<file path="config.mk">
export PLATFORM = sky130hd
export DESIGN_NAME = nonce_dispatcher
export DESIGN_NICKNAME = d
export VERILOG_FILES = /design/src/rtl/miner_pkg.sv /design/src/rtl/nonce_min_select.sv /design/src/rtl/nonce_dispatcher.sv
export SDC_FILE = /design/constraint.sdc
export NUM_CORES = 1
export LEC_CHECK = 0
export CORE_ASPECT_RATIO = 0.6
export CORE_MARGIN = 3
export CORE_UTILIZATION = 35
export DETAILED_ROUTE_END_ITERATION = 7
export PLACE_DENSITY = 0.59
export SYNTH_ARGS = -nofsm -noshare
export SYNTH_HDL_FRONTEND = slang
export SYNTH_SLANG_ARGS = --single-unit
</file>
<file path="constraint.sdc">
create_clock -name clk -period 29.1 [get_ports clk]
set_input_delay 5.82 -clock clk [delete_from_list [all_inputs] [get_ports clk]]
set_output_delay 5.82 -clock clk [all_outputs]
set_load 0.05 [all_outputs]
</file>
<file path="src/rtl/miner_pkg.sv">
// Shared types for the miner datapath: dispatcher states and the status codes
// that the Avalon slave register file reads back.
package miner_pkg;

  typedef enum logic [2:0] {
    IDLE      = 3'd0,
    SEARCH    = 3'd1,
    DRAIN     = 3'd2,
    FOUND     = 3'd3,
    EXHAUSTED = 3'd4
  } dispatch_state_t;

  localparam logic [2:0] STATUS_IDLE      = 3'd0;
  localparam logic [2:0] STATUS_SEARCH    = 3'd1;
  localparam logic [2:0] STATUS_DRAIN     = 3'd2;
  localparam logic [2:0] STATUS_FOUND     = 3'd3;
  localparam logic [2:0] STATUS_EXHAUSTED = 3'd4;

endpackage

</file>
<file path="src/rtl/nonce_min_select.sv">
// Combinational masked minimum over N packed nonces; any_o flags that at least
// one lane was valid, min_o is all-ones when none was.
module nonce_min_select #(
  parameter int N = 4,
  parameter int W = 32
) (
  input  logic [N*W-1:0] nonces_i,
  input  logic [N-1:0]   valid_i,
  output logic [W-1:0]   min_o,
  output logic           any_o
);

  always_comb begin
    min_o = '1;
    any_o = 1'b0;
    for (int i = 0; i < N; i++) begin
      if (valid_i[i] && (!any_o || nonces_i[i*W +: W] < min_o)) begin
        min_o = nonces_i[i*W +: W];
        any_o = 1'b1;
      end
    end
  end

endmodule

</file>
<file path="src/rtl/nonce_dispatcher.sv">
// Hands sequential nonces to NUM_CORES hash cores and reports the lowest hitting
// nonce, giving the same answer as a single-core linear search.
module nonce_dispatcher
  import miner_pkg::*;
#(
  parameter int NUM_CORES = 4,
  parameter int NONCE_W   = 32
) (
  input  logic                         clk,
  input  logic                         n_rst,
  input  logic                         start,
  input  logic                         abort,
  input  logic [NONCE_W-1:0]           base_nonce,
  output logic [NUM_CORES-1:0]         core_start,
  output logic [NUM_CORES*NONCE_W-1:0] core_nonce,
  input  logic [NUM_CORES-1:0]         core_done,
  input  logic [NUM_CORES-1:0]         core_hit,
  output logic [2:0]                   status,
  output logic [NONCE_W-1:0]           found_nonce,
  output logic [NUM_CORES-1:0]         busy_mask
);

  localparam int CORE_IDX_W = (NUM_CORES > 1) ? $clog2(NUM_CORES) : 1;

  dispatch_state_t              state_q, state_d;
  logic [NONCE_W-1:0]           ctr_q, ctr_d;
  logic                         last_q, last_d;
  logic [NUM_CORES-1:0]         busy_q, busy_d;
  logic [NUM_CORES-1:0]         cstart_q, cstart_d;
  logic [NUM_CORES*NONCE_W-1:0] cnonce_q, cnonce_d;
  logic [NONCE_W-1:0]           best_q, best_d;
  logic                         best_valid_q, best_valid_d;
  logic                         abort_pend_q, abort_pend_d;
  logic [NONCE_W-1:0]           found_q, found_d;

  logic [NUM_CORES-1:0]  hit_mask;
  logic [NONCE_W-1:0]    hit_min;
  logic                  hit_any;
  logic                  idle_found;
  logic [CORE_IDX_W-1:0] idle_idx;
  logic                  issue;
  logic [NONCE_W-1:0]    issue_nonce;

  // A core's nonce slice is held while it is busy, so it names the hit directly.
  assign hit_mask = core_done & core_hit & busy_q;

  nonce_min_select #(
    .N (NUM_CORES),
    .W (NONCE_W)
  ) u_min_select (
    .nonces_i (cnonce_q),
    .valid_i  (hit_mask),
    .min_o    (hit_min),
    .any_o    (hit_any)
  );

  always_comb begin
    idle_found = 1'b0;
    idle_idx   = '0;
    for (int i = NUM_CORES - 1; i >= 0; i--) begin
      if (!busy_q[i]) begin
        idle_found = 1'b1;
        idle_idx   = CORE_IDX_W'(i);
      end
    end
  end

  always_comb begin
    state_d      = state_q;
    ctr_d        = ctr_q;
    last_d       = last_q;
    busy_d       = busy_q & ~core_done;
    cstart_d     = '0;
    cnonce_d     = cnonce_q;
    best_d       = best_q;
    best_valid_d = best_valid_q;
    abort_pend_d = abort_pend_q;
    found_d      = found_q;
    issue        = 1'b0;
    issue_nonce  = ctr_q;

    if ((state_q == SEARCH || state_q == DRAIN) && hit_any && !abort_pend_q) begin
      best_valid_d = 1'b1;
      if (!best_valid_q || hit_min < best_q) best_d = hit_min;
    end

    case (state_q)
      IDLE, FOUND, EXHAUSTED: begin
        if (start) begin
          state_d      = SEARCH;
          last_d       = 1'b0;
          best_d       = '0;
          best_valid_d = 1'b0;
          abort_pend_d = 1'b0;
          found_d      = '0;
          issue        = idle_found;
          issue_nonce  = base_nonce;
        end
      end
      SEARCH: begin
        // Every nonce below a returning hit is already issued, so issuing stops here.
        if (abort) begin
          abort_pend_d = 1'b1;
          state_d      = DRAIN;
        end else if (hit_any || last_q) begin
          state_d = DRAIN;
        end else begin
          issue = idle_found;
        end
      end
      DRAIN: begin
        if (abort) abort_pend_d = 1'b1;
        if (busy_q == '0) begin
          abort_pend_d = 1'b0;
          if (abort || abort_pend_q) begin
            state_d = IDLE;
          end else if (best_valid_q) begin
            state_d = FOUND;
            found_d = best_q;
          end else begin
            state_d = EXHAUSTED;
          end
        end
      end
      default: state_d = IDLE;
    endcase

    if (issue) begin
      cstart_d[idle_idx]                          = 1'b1;
      cnonce_d[int'(idle_idx)*NONCE_W +: NONCE_W] = issue_nonce;
      busy_d[idle_idx]                            = 1'b1;
      // The counter parks at all-ones instead of wrapping back to zero.
      if (issue_nonce == '1) begin
        last_d = 1'b1;
        if (state_q == SEARCH) state_d = DRAIN;
      end else begin
        ctr_d = issue_nonce + NONCE_W'(1);
      end
    end
  end

  always_ff @(posedge clk or negedge n_rst) begin
    if (!n_rst) begin
      state_q      <= IDLE;
      ctr_q        <= '0;
      last_q       <= 1'b0;
      busy_q       <= '0;
      cstart_q     <= '0;
      cnonce_q     <= '0;
      best_q       <= '0;
      best_valid_q <= 1'b0;
      abort_pend_q <= 1'b0;
      found_q      <= '0;
    end else begin
      state_q      <= state_d;
      ctr_q        <= ctr_d;
      last_q       <= last_d;
      busy_q       <= busy_d;
      cstart_q     <= cstart_d;
      cnonce_q     <= cnonce_d;
      best_q       <= best_d;
      best_valid_q <= best_valid_d;
      abort_pend_q <= abort_pend_d;
      found_q      <= found_d;
    end
  end

  assign status      = 3'(state_q);
  assign found_nonce = found_q;
  assign core_start  = cstart_q;
  assign core_nonce  = cnonce_q;
  assign busy_mask   = busy_q;

endmodule

</file>
==> results of run 1 <==
-- per-stage QoR --
step,hold slack [ns],setup slack [ns],util [%],std cells,total power [mW]
after floorplan,0.448,12.50,-,1652,1.07
after global placement,0.457,10.13,42.5,2354,1.33
after detailed placement,0.459,9.85,42.5,2354,1.35
after CTS,0.474,10.37,44.6,2399,1.70
after global routing,0.496,9.31,44.6,2399,1.80
final,0.468,10.20,44.6,2399,1.69
-- flip-flops by register name (all words and copies together) (netlist names) --
signal	flops
abort_pend_q	1
best_q	32
best_valid_q	1
busy_mask	4
core_nonce	128
core_start	4
ctr_q	32
found_nonce	32
last_q	1
status	3
-- power by group through the flow --
stage               Combinational, mW  Sequential (mW)  Clock [mW]
floorplan                       0.469            0.600           0
global placement                0.841            0.494           0
detailed placement              0.851            0.495           0
CTS                             0.855            0.490       0.352
global route                    0.935            0.500       0.367
finish                          0.852            0.490       0.347
-- synth_stat cells, drive strengths merged, types with 8 or more instances --
cell type and count:
xnor2 20, nand2b 10, ha 129, nand2 277, buf 29, mux2 30
nor2 98, nand3 82, a21oi 94, inv 93, o31ai 129, nand4 20
dfrtp 238, nor4 8, xor2 13, clkbuf 69, o21ai 61, o21a 27
a21o 32, nor3 18, mux2i 65
-- logic make-up after synthesis --
| family | Yosys count | share of synthesized area (%) |
|---|---|---|
| AOI/OAI and AO/OA | 404 | 18.3 |
| and+or+nand+nor | 562 | 17.0 |
| buffers and inverters | 191 | 5.29 |
| muxes | 95 | 6.66 |
| adders and majority gates | 129 | 10.8 |
| DFF | 238 | 40.0 |
| xor gates and xnor gates | 33 | 1.94 |
-- metal layers --
metal | up-vias | global-route usage [%]
li1 | 6225 | -
met1 | 6217 | 31.5
met2 | 326 | 33.2
met3 | 61 | 3.22
met4 | 0 | 4.64
met5 | - | 0
-- worst max-delay path by stage --
stage,startpoint,end,slack (ns),depth (start not counted)
final,core_done[0],best_q[22],10.20,50
after global routing,core_done[0],best_q[29],9.31,50
after CTS,core_done[0],best_q[22],10.37,50
after detailed placement,core_done[0],best_q[30],9.85,51
after global placement,core_done[0],best_q[26],10.13,50
after floorplan,core_hit[0],best_q[10],12.50,52
-- worst max-delay path: cells and delay by family --
| family | cells | cell delay (ns) |
|---|---|---|
| compound gates | 22 | 6.54 |
| buf+inv | 7 | 1.92 |
| simple gates | 15 | 2.98 |
| mux | 2 | 0.79 |
| fa+ha+maj | 4 | 1.21 |
-- cell type report --
type                    instances  area share (%)
flip-flops and latches        238            32.4
clock buffers                  34            3.75
repair buffers                240            12.7
multi-input cells            1223            44.5
well taps                     560            3.81
clock inverters                11           0.878
inverters                      93            1.90
==> results_dict.tcl, run 1 <==
set metrics [dict create \
    cts.clk_slew.worst_paths_ns 0.07 \
    hold-path-cell-count 2 \
    core_area_mm2 0.0412 \
    final_cell_mix "nand2_1, dfrtp_1, clkdlybuf4s50_1" \
    ys_ff_latch 238 \
    grt_pass1_vias 12482 \
    final_layout_size_suffix_gt1_share_pct 6.53 \
    critPathMaxStageDelay_ns 0.98 \
    grt_antenna_before_repair 0 \
    intPower_mw 0.893 \
    maxSlewHeadroom_pct 17.1 \
    critPathCaptureType "flop" \
    avgRoutedWirePerCell_um 20.3 \
    period_share_pct 64.9 \
    hp-class "flop to flop" \
    drv_cap 0 \
    postCtsSetupBuffers 0 \
    numPortBuffers 214 \
    worst_slew_pin_slew_ns 1.24 \
    area_delta_synth_final_pct 23.5 \
    worstPathRequired_ns 29.53 \
    final_common_cell "nand2_1" \
    insertion_delay_ns 0.56 \
    seqPwrFrac_pct 29.0 \
    post-route-min-period_ns 18.90 \
    rr_worst_depth 49 \
    avgSynthCellArea_um2 9.01 \
    dp_hpwl_mm 37.4 \
    vias_per_cell 5.35 \
    fin_nets 1994 \
    r2r-start "busy_mask[0]" \
    cts_tree "done" \
    timing.fmax_mhz 52.9 \
    dieArea_mm2 0.0451 \
    p_leak_nw 8.80 \
    startpoint_type "input pin" \
    setup-tns-final_ns 0 \
    die_w_um 272 \
    drc_errors 0 \
    grt_max_degree 108 \
    first_pass_iters 5 \
    wl_mm 48.8 \
    pwr-share-clk_pct 20.5 \
    cts_buffers 25 \
    dr_wl_met2_mm 21.4 \
    cts.sinks 238 \
    postSynthCellCount 1652 \
    swShare_pct 47.1 \
    clock-root-buffer "clkbuf_16" \
    peakVddDrop_v 0.0000510 \
    hp-start "found_nonce[3]" \
    ys.flop_type "dfrtp_1" \
    grt_setup_unrepaired "no" \
    path_max_fanout 36 \
    seqCellArea_mm2 0.00596 \
    synth_area_mm2 0.0149 \
    worstHoldEndpoint "found_nonce[3]" \
    fill_cells 4057 \
    synth-edff-count 0 \
    synth_cell_type_count 79 \
    synth_top_area_share_pct 40.0 \
    r2r_slack_ns 15.45 \
    h-tree-depth 1 \
    ioPinCount 215 \
    num_rows 57 \
    fin_skew_ns 0.0207 \
    slew_viol_final 0 \
    routed.top_layer "met4" \
    combPwrFrac_pct 50.5 \
    status "finished clean" \
    powerDensity_mw_per_mm2 91.9 \
    worst_path_max_delay_cell "a31oi_4" \
    cts-resized-gates 0 \
    synth_top_area_cell "dfrtp_1" \
    synthTopCellsByArea "dfrtp_1, ha_1, nand2_1" \
    yosys_warnings 0 \
    cp_common_cell "a21o_1" \
    synthArstFlopShare_pct 100 \
    finalHoldViolations 0 \
    die_y_um 166 \
    ctsHoldBuffers 0 \
    crit_type "input pin to flop" \
    vias 12829 \
    cts_max_path_buffers 3 \
    wl_met3_mm 2.46 \
    ys_seq_area_share_pct 40.0 \
    placed_area_mm2 0.0175 \
    setup_viol 0 \
    grt_overflow 0 \
    finalInstanceArea_mm2 0.0184 \
    first_iter_violations 920 \
    num_antenna_cells 0 \
    grt.total_usage_pct 21.4 \
    final_antenna_net_count 0 \
    start_util_pct 36.1 \
    drt-met1-wl_mm 23.8 \
    multi_input_area_mm2 0.00819 \
    gp_congestion 0.898 \
    syn_nets 1825 \
    rr_endpoint "best_q[22]" \
    cp.arrival_ns 19.32 \
    power.switching_mw 0.796 \
    grt_pass1_wl_mm 76.2 \
]
No activity file was read; power rests on OpenSTA's default activity.
==> run 2, diff against run 1 <==
--- a/config.mk
+++ b/config.mk
@@ -9,7 +9,7 @@
 export CORE_MARGIN = 3
 export CORE_UTILIZATION = 35
 export DETAILED_ROUTE_END_ITERATION = 7
-export PLACE_DENSITY = 0.59
+export PLACE_DENSITY = 0.61
 export SYNTH_ARGS = -nofsm -noshare
 export SYNTH_HDL_FRONTEND = slang
 export SYNTH_SLANG_ARGS = --single-unit
==> constraint.sdc (replaced) <==
create_clock -name clk -period 16.8 [get_ports clk]
set_input_delay 3.36 -clock clk [delete_from_list [all_inputs] [get_ports clk]]
set_output_delay 3.36 -clock clk [all_outputs]
set_load 0.05 [all_outputs]
==> run 2 against run 1 <==
Via count increased by 0.37%. Combinational power is 73% higher. Utilization shrank 0.067 points. Total power is 72% higher. Sequential power increased by 73%. Hold slack got worse by 0.0053 ns. Count of clock-buffer cells in the layout rose by 2. Die area stayed put. Design area shrank 0.15%. Global-route usage up 0.16 points. Cell count decreased by 0.21%. Clock power increased by 71%. Critical path type unchanged. Critical endpoint unchanged. Largest cell class unchanged.
==> results_dict.tcl, run 2 (synthesis results as in run 1) <==
set metrics [dict create \
    combPwrFrac_pct 50.5 \
    cts.clk_slew.worst_paths_ns 0.06 \
    finalNonFillerCells 2394 \
    grt_pass1_wl_mm 76.9 \
    intPower_mw 1.54 \
    vias 12876 \
    fin_skew_ns 0.0122 \
    num_rows 57 \
    cts_buffers 25 \
    cp.arrival_ns 16.09 \
    worst_slew_pin_slew_ns 1.22 \
    pre_cts_ws_ns 0.437 \
    seqPwrFrac_pct 29.1 \
    crit_type "input pin to flop" \
    final_cell_mix "nand2_1, dfrtp_1, clkdlybuf4s50_1" \
    worst_path_max_delay_cell "or4b_2" \
    die_w_um 272 \
    drc_errors 0 \
    cp_common_cell "a21o_1" \
    ioPinCount 215 \
    area_delta_synth_final_pct 23.3 \
    hp-class "flop to flop" \
    vias_per_cell 5.38 \
    finalInstanceArea_mm2 0.0184 \
    h-tree-depth 1 \
    setup-tns-final_ns 0 \
    grt_overflow 0 \
    peakVddDrop_v 0.0000748 \
    slew_viol_final 0 \
    wl_mm 49.2 \
    pwr-share-clk_pct 20.4 \
    first_iter_violations 942 \
    worst_slack_ns 1.13 \
    path_max_fanout 32 \
    fin_nets 1989 \
    period_share_pct 93.3 \
    timing.fmax_mhz 63.8 \
    power.switching_mw 1.37 \
    die_y_um 166 \
    clock-root-buffer "clkbuf_16" \
    postCtsSetupBuffers 0 \
    grt_antenna_before_repair 0 \
    gp_congestion 0.898 \
    insertion_delay_ns 0.55 \
    placed_area_mm2 0.0175 \
    startpoint_type "input pin" \
    grt_max_degree 123 \
    final_layout_size_suffix_gt1_share_pct 6.38 \
    avgRoutedWirePerCell_um 20.5 \
    p_leak_nw 8.78 \
    critPathMaxStageDelay_ns 0.68 \
    numPortBuffers 214 \
    cts_max_path_buffers 3 \
    ctsHoldBuffers 0 \
    drv_cap 0 \
    swShare_pct 47.2 \
    r2r_slack_ns 3.91 \
    status "finished clean" \
    start_util_pct 36.1 \
    maxSlewHeadroom_pct 18.3 \
    worstPathRequired_ns 17.22 \
    setup_viol 0 \
    post-route-min-period_ns 15.67 \
    dp_hpwl_mm 37.8 \
    cts_tree "done" \
    critPathCaptureType "flop" \
    dp_cells 2349 \
    first_pass_iters 7 \
    final_common_cell "nand2_1" \
    cts.sinks 238 \
    num_antenna_cells 0 \
    worst_hold_slack_ns 0.463 \
    finalHoldViolations 0 \
    largest_reg_flops 128 \
    grt_pass1_vias 12787 \
    dieArea_mm2 0.0451 \
    grt_setup_unrepaired "no" \
    core_area_mm2 0.0412 \
    grt.total_usage_pct 21.5 \
    final_antenna_net_count 0 \
    powerDensity_mw_per_mm2 159 \
]
## run 2: cell types whose count changed in the layout (fill, tap and decap cells not counted), sizes merged
| cell | delta |
|---|---|
| clkbuf | +2 |
| buf | -5 |
| clkinv | -2 |
| clkinvlp | +1 |
| bufinv | -1 |
## run 2: path summary, 6_finish.rpt
check,end,startpoint,cells past startpoint
worst min register to register,found_nonce[13],found_nonce[13],2
worst max-delay path,best_q[22],core_done[0],47
min in group asynchronous,ctr_q[6],n_rst,1
max in group asynchronous,found_nonce[29],n_rst,2
worst min-delay path,found_nonce[13],found_nonce[13],2
worst max register to register,best_q[22],busy_mask[0],46
## run 2: what timing repair did
action,4_1_cts,5_1_grt
resized for setup,0,1
setup endpoints to repair,0,32
hold endpoints to repair,0,0
## run 2: critical path: cells and delay by family
| kind | cells | cell delay, ns |
|---|---|---|
| compound gates | 23 | 5.80 |
| fa+ha+maj | 4 | 1.17 |
| buf+inv | 6 | 1.91 |
| mux | 2 | 0.72 |
| simple gates | 12 | 3.08 |
## run 2: per-layer routing
layer	track usage, %	part of all wire, %
met1	31.4	48
met2	33.9	44
met4	4.36	2.0
met5	0	0
met3	3.42	5.8
## run 2: area by class of cell
| class | count | area (µm²) |
|---|---|---|
| multi-input combinational | 1223 | 8190 |
| timing repair buffer | 235 | 2300 |
| tap | 560 | 701 |
| clock inverter | 9 | 129 |
| clock buffer | 36 | 727 |
| inverter | 93 | 349 |
| fill | 4007 | 22900 |
| sequential | 238 | 5960 |
## run 2: power by group through the flow
stage | Sequential [mW] | Combinational, mW | Clock (mW)
2_1_floorplan | 1.04 | 0.813 | 0
3_3_place_gp | 0.852 | 1.45 | 0
3_5_place_dp | 0.855 | 1.47 | 0
4_1_cts | 0.845 | 1.48 | 0.609
5_1_grt | 0.865 | 1.62 | 0.631
6_report | 0.847 | 1.47 | 0.594
## run 2: metrics by stage
step	utilization, %	power [mW]
floorplan	-	1.85
global placement	42.4	2.30
detailed placement	42.4	2.32
CTS	44.5	2.93
global route	44.5	3.12
finish	44.5	2.91
